`src/rtl/lockstep_fifo.sv`:
```
// rtl/lockstep_fifo.sv - Redundant lockstep FIFO: LANES identical circular buffers with cross-lane disagreement detection.
module lockstep_fifo #(
    parameter int WIDTH = 8,
    parameter int DEPTH = 8,
    parameter int LANES = 2
) (
    input  logic                       clk,
    input  logic                       rst,
    input  logic                       in_read_ctrl,
    input  logic                       in_write_ctrl,
    input  logic [WIDTH-1:0]           in_write_data,
    input  logic                       in_inject_en,
    input  logic [LANES-1:0]           in_inject_lane,
    input  logic [WIDTH-1:0]           in_inject_mask,
    input  logic                       in_clear_err,
    output logic [WIDTH-1:0]           out_read_data,
    output logic [$clog2(DEPTH):0]     out_count,
    output logic                       out_is_full,
    output logic                       out_is_empty,
    output logic                       out_mismatch,
    output logic [LANES-1:0]           out_mismatch_lane
);

    localparam int PW = $clog2(DEPTH);
    localparam int CW = PW + 1;
    localparam logic [CW-1:0] FULL_CNT = CW'(DEPTH);

    logic [LANES-1:0][WIDTH-1:0] lane_rdata;
    logic [LANES-1:0][CW-1:0]    lane_cnt;
    logic [LANES-1:0]            lane_full;
    logic [LANES-1:0]            lane_empty;

    for (genvar g = 0; g < LANES; g++) begin : g_lane
        logic [WIDTH-1:0] mem [DEPTH];
        logic [PW-1:0]    rd_ptr;
        logic [PW-1:0]    wr_ptr;
        logic [CW-1:0]    cnt;
        logic [WIDTH-1:0] rdata;
        logic             full;
        logic             empty;
        logic             pop_ok;
        logic             push_ok;
        logic [WIDTH-1:0] wdata;

        assign full    = (cnt == FULL_CNT);
        assign empty   = (cnt == '0);
        assign pop_ok  = in_read_ctrl && !empty;
        // A pop in the same cycle frees a slot, so a full lane may still accept a push.
        assign push_ok = in_write_ctrl && (!full || pop_ok);
        assign wdata   = (in_inject_en && in_inject_lane[g]) ? (in_write_data ^ in_inject_mask)
                                                             : in_write_data;

        always_ff @(posedge clk) begin
            if (push_ok) begin
                mem[wr_ptr] <= wdata;
            end
        end

        always_ff @(posedge clk or posedge rst) begin
            if (rst) begin
                rd_ptr <= '0;
                wr_ptr <= '0;
                cnt    <= '0;
                rdata  <= '0;
            end else begin
                if (push_ok) begin
                    wr_ptr <= wr_ptr + 1'b1;
                end
                if (pop_ok) begin
                    rd_ptr <= rd_ptr + 1'b1;
                    rdata  <= mem[rd_ptr];
                end
                if (push_ok && !pop_ok) begin
                    cnt <= cnt + 1'b1;
                end else if (pop_ok && !push_ok) begin
                    cnt <= cnt - 1'b1;
                end
            end
        end

        assign lane_rdata[g] = rdata;
        assign lane_cnt[g]   = cnt;
        assign lane_full[g]  = full;
        assign lane_empty[g] = empty;
    end

    logic [LANES-1:0] diff;

    always_comb begin
        diff = '0;
        for (int k = 1; k < LANES; k++) begin
            diff[k] = (lane_rdata[k] != lane_rdata[0]) || (lane_cnt[k] != lane_cnt[0]) ||
                      (lane_full[k] != lane_full[0]) || (lane_empty[k] != lane_empty[0]);
        end
    end

    // Fresh disagreement wins over a clear request in the same cycle.
    always_ff @(posedge clk or posedge rst) begin
        if (rst) begin
            out_mismatch_lane <= '0;
        end else begin
            out_mismatch_lane <= diff | (out_mismatch_lane & {LANES{!in_clear_err}});
        end
    end

    assign out_mismatch  = |out_mismatch_lane;
    assign out_read_data = lane_rdata[0];
    assign out_count     = lane_cnt[0];
    assign out_is_full   = lane_full[0];
    assign out_is_empty  = lane_empty[0];

endmodule

```
`config.mk`:
```
export PLATFORM = sky130hd
export DESIGN_NAME = lockstep_fifo
export DESIGN_NICKNAME = d
export VERILOG_FILES = /design/src/rtl/lockstep_fifo.sv
export SDC_FILE = /design/constraint.sdc
export NUM_CORES = 1
export LEC_CHECK = 0
export ABC_AREA = 1
export CORE_ASPECT_RATIO = 1.5
export CORE_MARGIN = 2
export CORE_UTILIZATION = 55
export CTS_CLUSTER_SIZE = 10
export DETAILED_ROUTE_END_ITERATION = 10
export GPL_ROUTABILITY_DRIVEN = 0
export GPL_TIMING_DRIVEN = 0
export PLACE_DENSITY = 0.82
export SLEW_MARGIN = 20
export SYNTH_ARGS = -nofsm -noshare
export SYNTH_HDL_FRONTEND = slang
export SYNTH_SLANG_ARGS = --single-unit
```
`constraint.sdc`:
```
create_clock -name clk -period 2.5 [get_ports clk]
set_input_delay 0.5 -clock clk [delete_from_list [all_inputs] [get_ports clk]]
set_output_delay 0.5 -clock clk [all_outputs]
set_load 0.005 [all_outputs]
```
==> results of run 1 <==
==> synth_stat cells, drive strengths merged, types with 3 or more instances <==
| cell type | number | area, um2 |
|---|---|---|
| buf | 26 | 211.5 |
| dfrtp | 38 | 950.9 |
| edfxtp | 128 | 3844 |
| ha | 10 | 125.1 |
| inv | 131 | 499.2 |
| nand2 | 268 | 1016 |
| nand3 | 106 | 625.6 |
| nor2 | 33 | 146.4 |
| o21ai | 33 | 172.7 |
| or2 | 3 | 23.78 |
| xnor2 | 14 | 122.6 |
| xor2 | 4 | 42.55 |
==> where the power goes <==
group / switching [mW] / internal, mW
combinational: 2.43 / 1.45
clock: 1.12 / 1.49
sequential: 0.387 / 3.59
==> routing by layer <==
| metal | vias up | GRT usage | routed length [um] |
|---|---|---|---|
| met1 | 2605 | 0.2541 | 6080 |
| li1 | 2695 | - | - |
| met4 | 0 | 0.1196 | 588 |
| met3 | 44 | 0.04364 | 854 |
| met2 | 178 | 0.4345 | 9402 |
| met5 | - | 0 | 0 |
==> layout by cell type (no fill, tap or decap), types with 2 or more instances in the layout <==
master and n:
buf_4 9, a21oi_1 2, nand3_2 19, xnor2_1 14
nand2_2 4, o21ai_2 2, nand3_1 87, inv_6 7
bufinv_16 2, clkbuf_1 2, or2_4 2, nand2_1 264
clkinv_1 2, o21ai_0 30, buf_12 2, edfxtp_1 128
inv_4 3, nor2_1 24, clkinvlp_4 2, fa_1 2
clkbuf_16 17, xor2_1 3, inv_1 120, nor2_2 9
ha_1 10, clkdlybuf4s50_1 40, buf_2 9, inv_2 8
buf_6 7, dfrtp_1 38
==> kinds of logic after synthesis <==
family                     after synthesis  synth area share
AOI/OAI and AO/OA                       36           0.02412
buffers and inverters                  161           0.09204
DFF                                    166            0.6081
xor gates and xnor gates                18           0.02095
and+or+nand+nor                        414            0.2339
adders and majority gates               12           0.02095
==> area by class of cell <==
| class | instances | area [um2] | share of cell area |
|---|---|---|---|
| Sequential cell | 166 | 4795 | 0.5247 |
| Multi-Input combinational cell | 480 | 2365 | 0.2588 |
| Inverter | 133 | 506.7 | 0.05546 |
| Clock buffer | 17 | 425.4 | 0.04656 |
| Timing Repair Buffer | 41 | 420.4 | 0.04601 |
| Tap cell | 192 | 240.2 | 0.02629 |
| Buffer | 28 | 219.0 | 0.02396 |
| Clock inverter | 15 | 166.4 | 0.01821 |
==> worst min path at each step <==
stage | cells past startpoint | from | to
after CTS | 2 | rst | out_count[1]$_DFFE_PP0P_
after detailed placement | 2 | g_lane[1].rdata[7]$_DFFE_PP0N_ | g_lane[1].rdata[7]$_DFFE_PP0N_
after floorplan | 2 | g_lane[1].rdata[2]$_DFFE_PP0N_ | g_lane[1].rdata[2]$_DFFE_PP0N_
after global routing | 2 | rst | out_count[3]$_DFFE_PP0P_
final | 2 | rst | g_lane[1].cnt[3]$_DFFE_PP0P_
after global placement | 2 | g_lane[1].rdata[7]$_DFFE_PP0N_ | g_lane[1].rdata[7]$_DFFE_PP0N_
==> metrics by stage <==
stage | hold WS, ps | TNS [ps] | instances | setup WS [ps] | instance area, um2
global route | 288.8 | 0 | 1072 | 35.75 | 9138
detailed placement | 465.0 | -7554 | 1040 | -262.4 | 8546
CTS | 271.8 | 0 | 1072 | 183.1 | 9138
finish | 275.9 | 0 | 1072 | 141.9 | 9138
global placement | 467.6 | -7175 | 1039 | -265.1 | 8526
floorplan | 449.0 | 0 | 807 | 452.3 | 7885
==> sequential cells by signal, indices dropped and copies added (netlist names) <==
signal	count
g_lane.mem	128
g_lane.cnt	4
out_count	4
g_lane.rdata	8
out_read_data	8
out_mismatch_lane	2
g_lane.rd_ptr	6
g_lane.wr_ptr	6
==> worst max-delay path, cell delays in order <==
cell,delay (ps)
clkdlybuf4s50_1,470
nand2_1,160
clkbuf_1,270
o21ai_0,1000
==> results.yml, run 1 <==
run_status:
  outcome: "completed"
clock_tree:
  h-tree-depth: 4
  cts.hold.buffers_added: 0
  cts_setup_buffers: 0
  clockBufferDepth: 2
  clock-root-buffer: "clkbuf_16"
  clk_latency_ps: 430
  cts_tree: "built"
  cts_buffers: 17
  cts_resized: 0
  clkSinkCount: 166
  path_clk_slew_ps: 70
timing:
  tightest_slew_ps: 1209
  setup_viol: 0
  max_clock_freq_mhz: 424.1
  skew_ps: 11.31
  rsz0062_at_grt: "no"
  hold_viol_final: 0
  post-route-min-period_ps: 2358
  slew_violations: 0
  slew_headroom: 0.1854
  fin_crit_sh: 0.9433
finish:
  postLayoutCoreUtil: 0.6530
  area_growth_pct: 15.88
  nets: 903
  fillers: 1028
  n_antenna_cell: 0
  layout-drive-gt1-share: 0.1239
worst_setup_path:
  path_max_fanout: 10
  cp.required_ps: 2560
  cp-endpoint: "g_lane[0].mem[3][5]$_DFFE_PP_"
  ff2ff_setup_slack_ps: 230
  start_kind: "input pin"
  rr_worst_depth: 13
  r2r_end: "out_count[3]$_DFFE_PP0P_"
  arrival_ps: 2410
  crit_start: "in_inject_en"
  path_class: "input pin to register"
  critPathCaptureType: "register"
  r2r-start: "out_count[0]$_DFFE_PP0P_"
global_routing:
  grt_max_degree: 33
  grt_usage: 0.2367
  antenna_found_initial: 0
  grt_pass1_vias: 5418
  grt_pass1_wl_um: 26710
  grt_overflow: 0
synth:
  syn_area_per_cell_um2: 9.771
  synthCells: 807
  synth_seq_area_share: 0.6081
  ys_types: 32
  syn-cell-area_um2: 7885
  yosys_warnings: 0
  synth_edf_count: 128
  async_flop_share: 0.2289
  syn_nets: 843
  yosys_most_used_dff: "edfxtp_1"
  postSynthRegisterBits: 166
floorplanning:
  die_w_um: 101.8
  start_util: 0.5635
  die_y_um: 150.6
  fp-row-count: 53
  die-area_um2: 15330
  core_um2: 13990
  ios: 41
detailed_routing:
  vias: 5522
  wire_per_inst_um: 15.79
  ant_nets: 0
  wl_um: 16930
  drt-initial-drc-count: 372
  via_per_inst: 5.151
  dr.pass1.iters: 5
  drt_drc_violations_left: 0
power_and_ir_drop:
  total_power_mw: 10.47
  p_leak_nw: 4.066
  p_per_area_nw_per_um2: 1146
  peakVddDrop_v: 0.0006399
hold_path:
  hold_class: "input pin to asynchronous set/reset pin"
placed_design:
  dp_hpwl_um: 12000
  io_buffers: 40
flow_run:
  drv_cap: 0
(Power assumes the default switching activity.)
==> run 2, diff against run 1 <==
--- a/config.mk
+++ b/config.mk
@@ -8,12 +8,13 @@
 export ABC_AREA = 1
 export CORE_ASPECT_RATIO = 1.5
 export CORE_MARGIN = 2
-export CORE_UTILIZATION = 55
+export CORE_UTILIZATION = 40
+export CTS_BUF_LIST = sky130_fd_sc_hd__clkbuf_8
 export CTS_CLUSTER_SIZE = 10
 export DETAILED_ROUTE_END_ITERATION = 10
 export GPL_ROUTABILITY_DRIVEN = 0
 export GPL_TIMING_DRIVEN = 0
-export PLACE_DENSITY = 0.82
+export PLACE_DENSITY = 0.65
 export SLEW_MARGIN = 20
 export SYNTH_ARGS = -nofsm -noshare
 export SYNTH_HDL_FRONTEND = slang
==> run 2 against run 1 <==
Against the previous run: critical path depth is 2 lower; combinational power is 1% lower; wire length is 0.62% higher; final cell count is 6.0% higher; count of clock-buffer cells in the layout stayed put; hold slack better by 62 ps; sequential share of layout area is 0.58 points higher; global-route usage is 6.5 points lower; flip-flop and latch count stayed put; sequential power hardly changed; non-clock buffer count stayed put; critical path type is now register to output port; utilization is 18 points lower.
==> results.yml, run 2 (synthesis gave the netlist of run 1 again) <==
detailed_routing:
  drt_drc_violations_left: 0
  wl_um: 17030
  via_per_inst: 4.678
  wire_per_inst_um: 14.99
  ant_nets: 0
  vias: 5314
  dr.pass1.iters: 5
  drt-initial-drc-count: 263
timing:
  setup_viol: 0
  finalWorstSetupSlack_ps: 186.7
  slew_violations: 0
  skew_ps: 24.70
  rsz0062_at_grt: "no"
  slew_headroom: 0.2225
  finalSetupTns_ps: 0
  hold_viol_final: 0
  hold-worst-slack_ps: 338.1
  tightest_slew_ps: 1154
  post-route-min-period_ps: 2313
  max_clock_freq_mhz: 432.3
  fin_crit_sh: 0.9253
worst_setup_path:
  arrival_ps: 1810
  cp_cell_sequence: "nor4_1, clkdlybuf4s50_1"
  crit_family: "buffers and inverters"
  critPathCaptureType: "output port"
  cp.required_ps: 2000
  start_kind: "register"
  path_max_fanout: 7
  path_class: "register to output port"
  cp_num_buf_inv: 1
  cp_slowest_cell: "clkdlybuf4s50_1"
  cpPeakStageDelay_ps: 550
  ff2ff_setup_slack_ps: 230
global_routing:
  grt_max_degree: 25
  grt_pass1_wl_um: 27530
  use_met2: 0.3364
  antenna_found_initial: 0
  use_met1: 0.1812
  grt_pass1_vias: 5385
  grt_usage: 0.1715
  grt_overflow: 0
  grtUsageMet3: 0.02745
  busiest_layer: "met2"
clock_tree:
  clock-root-buffer: "clkbuf_8"
  clockBufferDepth: 2
  cts_tree: "built"
  path_clk_slew_ps: 100
  clk_latency_ps: 450
  clkSinkCount: 166
  cts.hold.buffers_added: 0
  h-tree-depth: 4
  cts_buffers: 17
  cts_resized: 0
  cts_setup_buffers: 0
floorplanning:
  fp-row-count: 62
  die_y_um: 176.0
  die_w_um: 118.6
  core_um2: 19240
  ios: 41
  die-area_um2: 20870
  start_util: 0.4099
placed_design:
  dp_hpwl_um: 12550
  place_ws_ps: -192.4
  io_buffers: 40
finish:
  area_growth_pct: 14.61
  layout_commonest_cell: "nand2_1"
  n_antenna_cell: 0
  fillers: 1820
  ff_latch_area_um2: 4795
  nets: 903
  layout_common_cells: "nand2_1, edfxtp_1, inv_1"
  layout-drive-gt1-share: 0.1239
  multi_input_area_um2: 2365
  regMostFlops: "g_lane.mem"
  largest_register_ff_count: 128
  postLayoutCoreUtil: 0.4698
power_and_ir_drop:
  peakVddDrop_v: 0.0004436
  p_leak_nw: 3.991
  p_per_area_nw_per_um2: 1073
  total_power_mw: 9.701
hold_path:
  hold_class: "input pin to asynchronous set/reset pin"
run_status:
  outcome: "completed"
flow_run:
  drv_cap: 0
## run 2: cell types whose count changed in the layout (fill, tap and decap cells not counted), sizes merged
cell	delta
bufinv	-2
clkinv	+4
clkinvlp	-3
inv	+1
## run 2: area by class of cell
type	instances	share of cell area
Multi-Input combinational cell	480	0.2617
Buffer	28	0.02423
Inverter	133	0.05607
Clock buffer	17	0.02589
Sequential cell	166	0.5305
Tap cell	256	0.03544
Clock inverter	15	0.01883
Timing Repair Buffer	41	0.04735
## run 2: report_power, final
| part | switching (mW) | internal [mW] |
|---|---|---|
| registers | 0.381 | 3.58 |
| logic | 2.38 | 1.46 |
| clock network | 1.13 | 0.765 |
| total | 3.90 | 5.80 |
## run 2: final timing paths
check                                               start                              end  cells after the start
max in group asynchronous                             rst  g_lane[1].wr_ptr[1]$_DFFE_PP0N_                      3
min reg2reg                g_lane[1].rdata[7]$_DFFE_PP0N_   g_lane[1].rdata[7]$_DFFE_PP0N_                      2
min in group clk           g_lane[1].rdata[7]$_DFFE_PP0N_   g_lane[1].rdata[7]$_DFFE_PP0N_                      2
max reg2reg                      out_count[0]$_DFFE_PP0P_         out_count[3]$_DFFE_PP0P_                     13
max                              out_count[0]$_DFFE_PP0P_                      out_is_full                      2
min                                                   rst         out_count[3]$_DFFE_PP0P_                      2
## run 2: metrics by stage
stage | instance area [um2] | instances
floorplan | 7885 | 807
global placement | 8606 | 1103
detailed placement | 8633 | 1104
CTS | 9037 | 1136
global route | 9037 | 1136
finish | 9037 | 1136
## run 2: worst register-to-register path, stage by stage (launching register included)
cell	delay (ps)
dfrtp_1	490
nor2_2	200
nand3_2	110
nand2_2	120
buf_6	160
ha_1	170
inv_1	90
ha_1	330
a21oi_1	200
nand2_1	70
o21ai_0	80
nand2_1	70
nand2_1	50
nand2_1	40
## run 2: layer usage
layer,share of wire,up-vias
li1,-,2702
met1,0.38,2496
met2,0.56,94
met3,0.029,22
met4,0.026,0
met5,0,-
==> run 3, diff against run 2 <==
--- a/config.mk
+++ b/config.mk
@@ -15,6 +15,7 @@
 export GPL_ROUTABILITY_DRIVEN = 0
 export GPL_TIMING_DRIVEN = 0
 export PLACE_DENSITY = 0.65
+export RECOVER_POWER = 50
 export SLEW_MARGIN = 20
 export SYNTH_ARGS = -nofsm -noshare
 export SYNTH_HDL_FRONTEND = slang
==> run 3 against run 2 <==
Against the previous run: sequential share of layout area rose by 0.61 points; non-clock buffer count did not move; highest routed layer unchanged; global-route usage did not move; largest cell class unchanged.
==> results.yml, run 3 (synthesis gave the netlist of run 1 again) <==
clock_tree:
  path_clk_slew_ps: 100
  cts.hold.buffers_added: 0
  clk_latency_ps: 450
  clkSinkCount: 166
  cts_tree: "built"
  cts_buffers: 17
  clockBufferDepth: 2
  clock-root-buffer: "clkbuf_8"
  cts_setup_buffers: 0
  h-tree-depth: 4
  cts_resized: 0
global_routing:
  grt_pass1_wl_um: 27530
  antenna_found_initial: 0
  grt_max_degree: 25
  grt_usage: 0.1715
  grt_pass1_vias: 5385
  grt_overflow: 0
finish:
  layout-drive-gt1-share: 0.09886
  layout_common_cells: "nand2_1, edfxtp_1, inv_1"
  n_antenna_cell: 0
  layout_commonest_cell: "nand2_1"
  area_growth_pct: 13.31
  largest_register_ff_count: 128
  regMostFlops: "g_lane.mem"
  nets: 903
worst_setup_path:
  cpPeakStageDelay_ps: 550
  path_class: "register to output port"
  crit_family: "buffers and inverters"
  critPathCaptureType: "output port"
  cp_slowest_cell: "clkdlybuf4s50_1"
  arrival_ps: 1820
  path_max_fanout: 7
  rr_worst_depth: 13
  cp.required_ps: 2000
  cp_cell_sequence: "nor4_1, clkdlybuf4s50_1"
  r2r-start: "out_count[0]$_DFFE_PP0P_"
  start_kind: "register"
  crit_start: "out_count[0]$_DFFE_PP0P_"
  cp.depth: 2
  cp_num_buf_inv: 1
timing:
  finalSetupTns_ps: 0
  setup_viol: 0
  slew_violations: 0
  fin_crit_sh: 0.9281
  rsz0062_at_grt: "no"
  tightest_slew_ps: 1149
  post-route-min-period_ps: 2320
  hold-worst-slack_ps: 492.4
  max_clock_freq_mhz: 431.0
  slew_headroom: 0.2261
  skew_ps: 25.66
  hold_viol_final: 0
  finalWorstSetupSlack_ps: 179.6
detailed_routing:
  drt_drc_violations_left: 0
  wire_per_inst_um: 14.95
  wl_um: 16990
  drt-initial-drc-count: 331
  via_per_inst: 4.657
  ant_nets: 0
  dr.pass1.iters: 4
  vias: 5290
power_and_ir_drop:
  swShare: 0.4017
  p_per_area_nw_per_um2: 1070
  p_int_mw: 5.723
  switchingPower_mw: 3.842
  clkPwrFrac: 0.198
  p_comb_frac: 0.388
  p_leak_nw: 3.965
  seqPwrFrac: 0.414
  peakVddDrop_v: 0.0004422
  total_power_mw: 9.565
floorplanning:
  fp-row-count: 62
  ios: 41
  die_w_um: 118.6
  die_y_um: 176.0
  start_util: 0.4099
  core_um2: 19240
  die-area_um2: 20870
hold_path:
  hold_class: "register to register"
  holdPathStages: 2
  hp-start: "g_lane[1].rdata[7]$_DFFE_PP0N_"
placed_design:
  place_ws_ps: -192.4
  dp_hpwl_um: 12550
  io_buffers: 40
run_status:
  outcome: "completed"
flow_run:
  drv_cap: 0
## run 3: power groups by stage
stage	Sequential [mW]	Combinational [mW]	Clock, mW
after detailed placement	4.03	3.88	0
final	3.96	3.71	1.89
after CTS	3.97	3.89	1.92
after global routing	4.04	4.22	2.04
after global placement	4.02	3.80	0
after floorplan	3.92	2.71	0
## run 3: tightest hold or removal path, cell delays in order, from the launching register on
cell     delay (ps)
dfrtp_1         350
nand2_1          60
nand2_1          60
## run 3: stage by stage
step,utilization,area (um2),cells
6_report,0.4644,8935,1136
5_1_grt,0.4644,8935,1136
4_1_cts,0.4698,9037,1136
3_5_place_dp,0.4488,8633,1104
3_3_place_gp,0.4473,8606,1103
2_1_floorplan,-,7885,807
## run 3: worst paths after layout
check | slack [ps] | to
min in group asynchronous | 530 | out_count[3]$_DFFE_PP0P_
worst min register to register | 490 | g_lane[1].rdata[7]$_DFFE_PP0N_
worst min-delay path | 490 | g_lane[1].rdata[7]$_DFFE_PP0N_
max in group asynchronous | 480 | g_lane[1].wr_ptr[1]$_DFFE_PP0N_
worst max-delay path | 180 | out_is_full
worst max register to register | 250 | out_count[3]$_DFFE_PP0P_
## run 3: metal layers
layer / GRT usage / vias to the layer above / part of all wire
met5: 0 / - / 0
met1: 0.1812 / 2478 / 0.38
li1: - / 2700 / -
met4: 0.06349 / 0 / 0.027
met3: 0.02745 / 25 / 0.027
met2: 0.3364 / 87 / 0.56
## run 3: cell type report
class	instances	area, um2
Multi-Input combinational cell	480	2302
Buffer	28	195.2
Fill cell	1841	10300
Sequential cell	166	4795
Inverter	133	505.5
Clock inverter	15	170.2
Timing Repair Buffer	41	412.9
Clock buffer	17	234.0
Tap cell	256	320.3
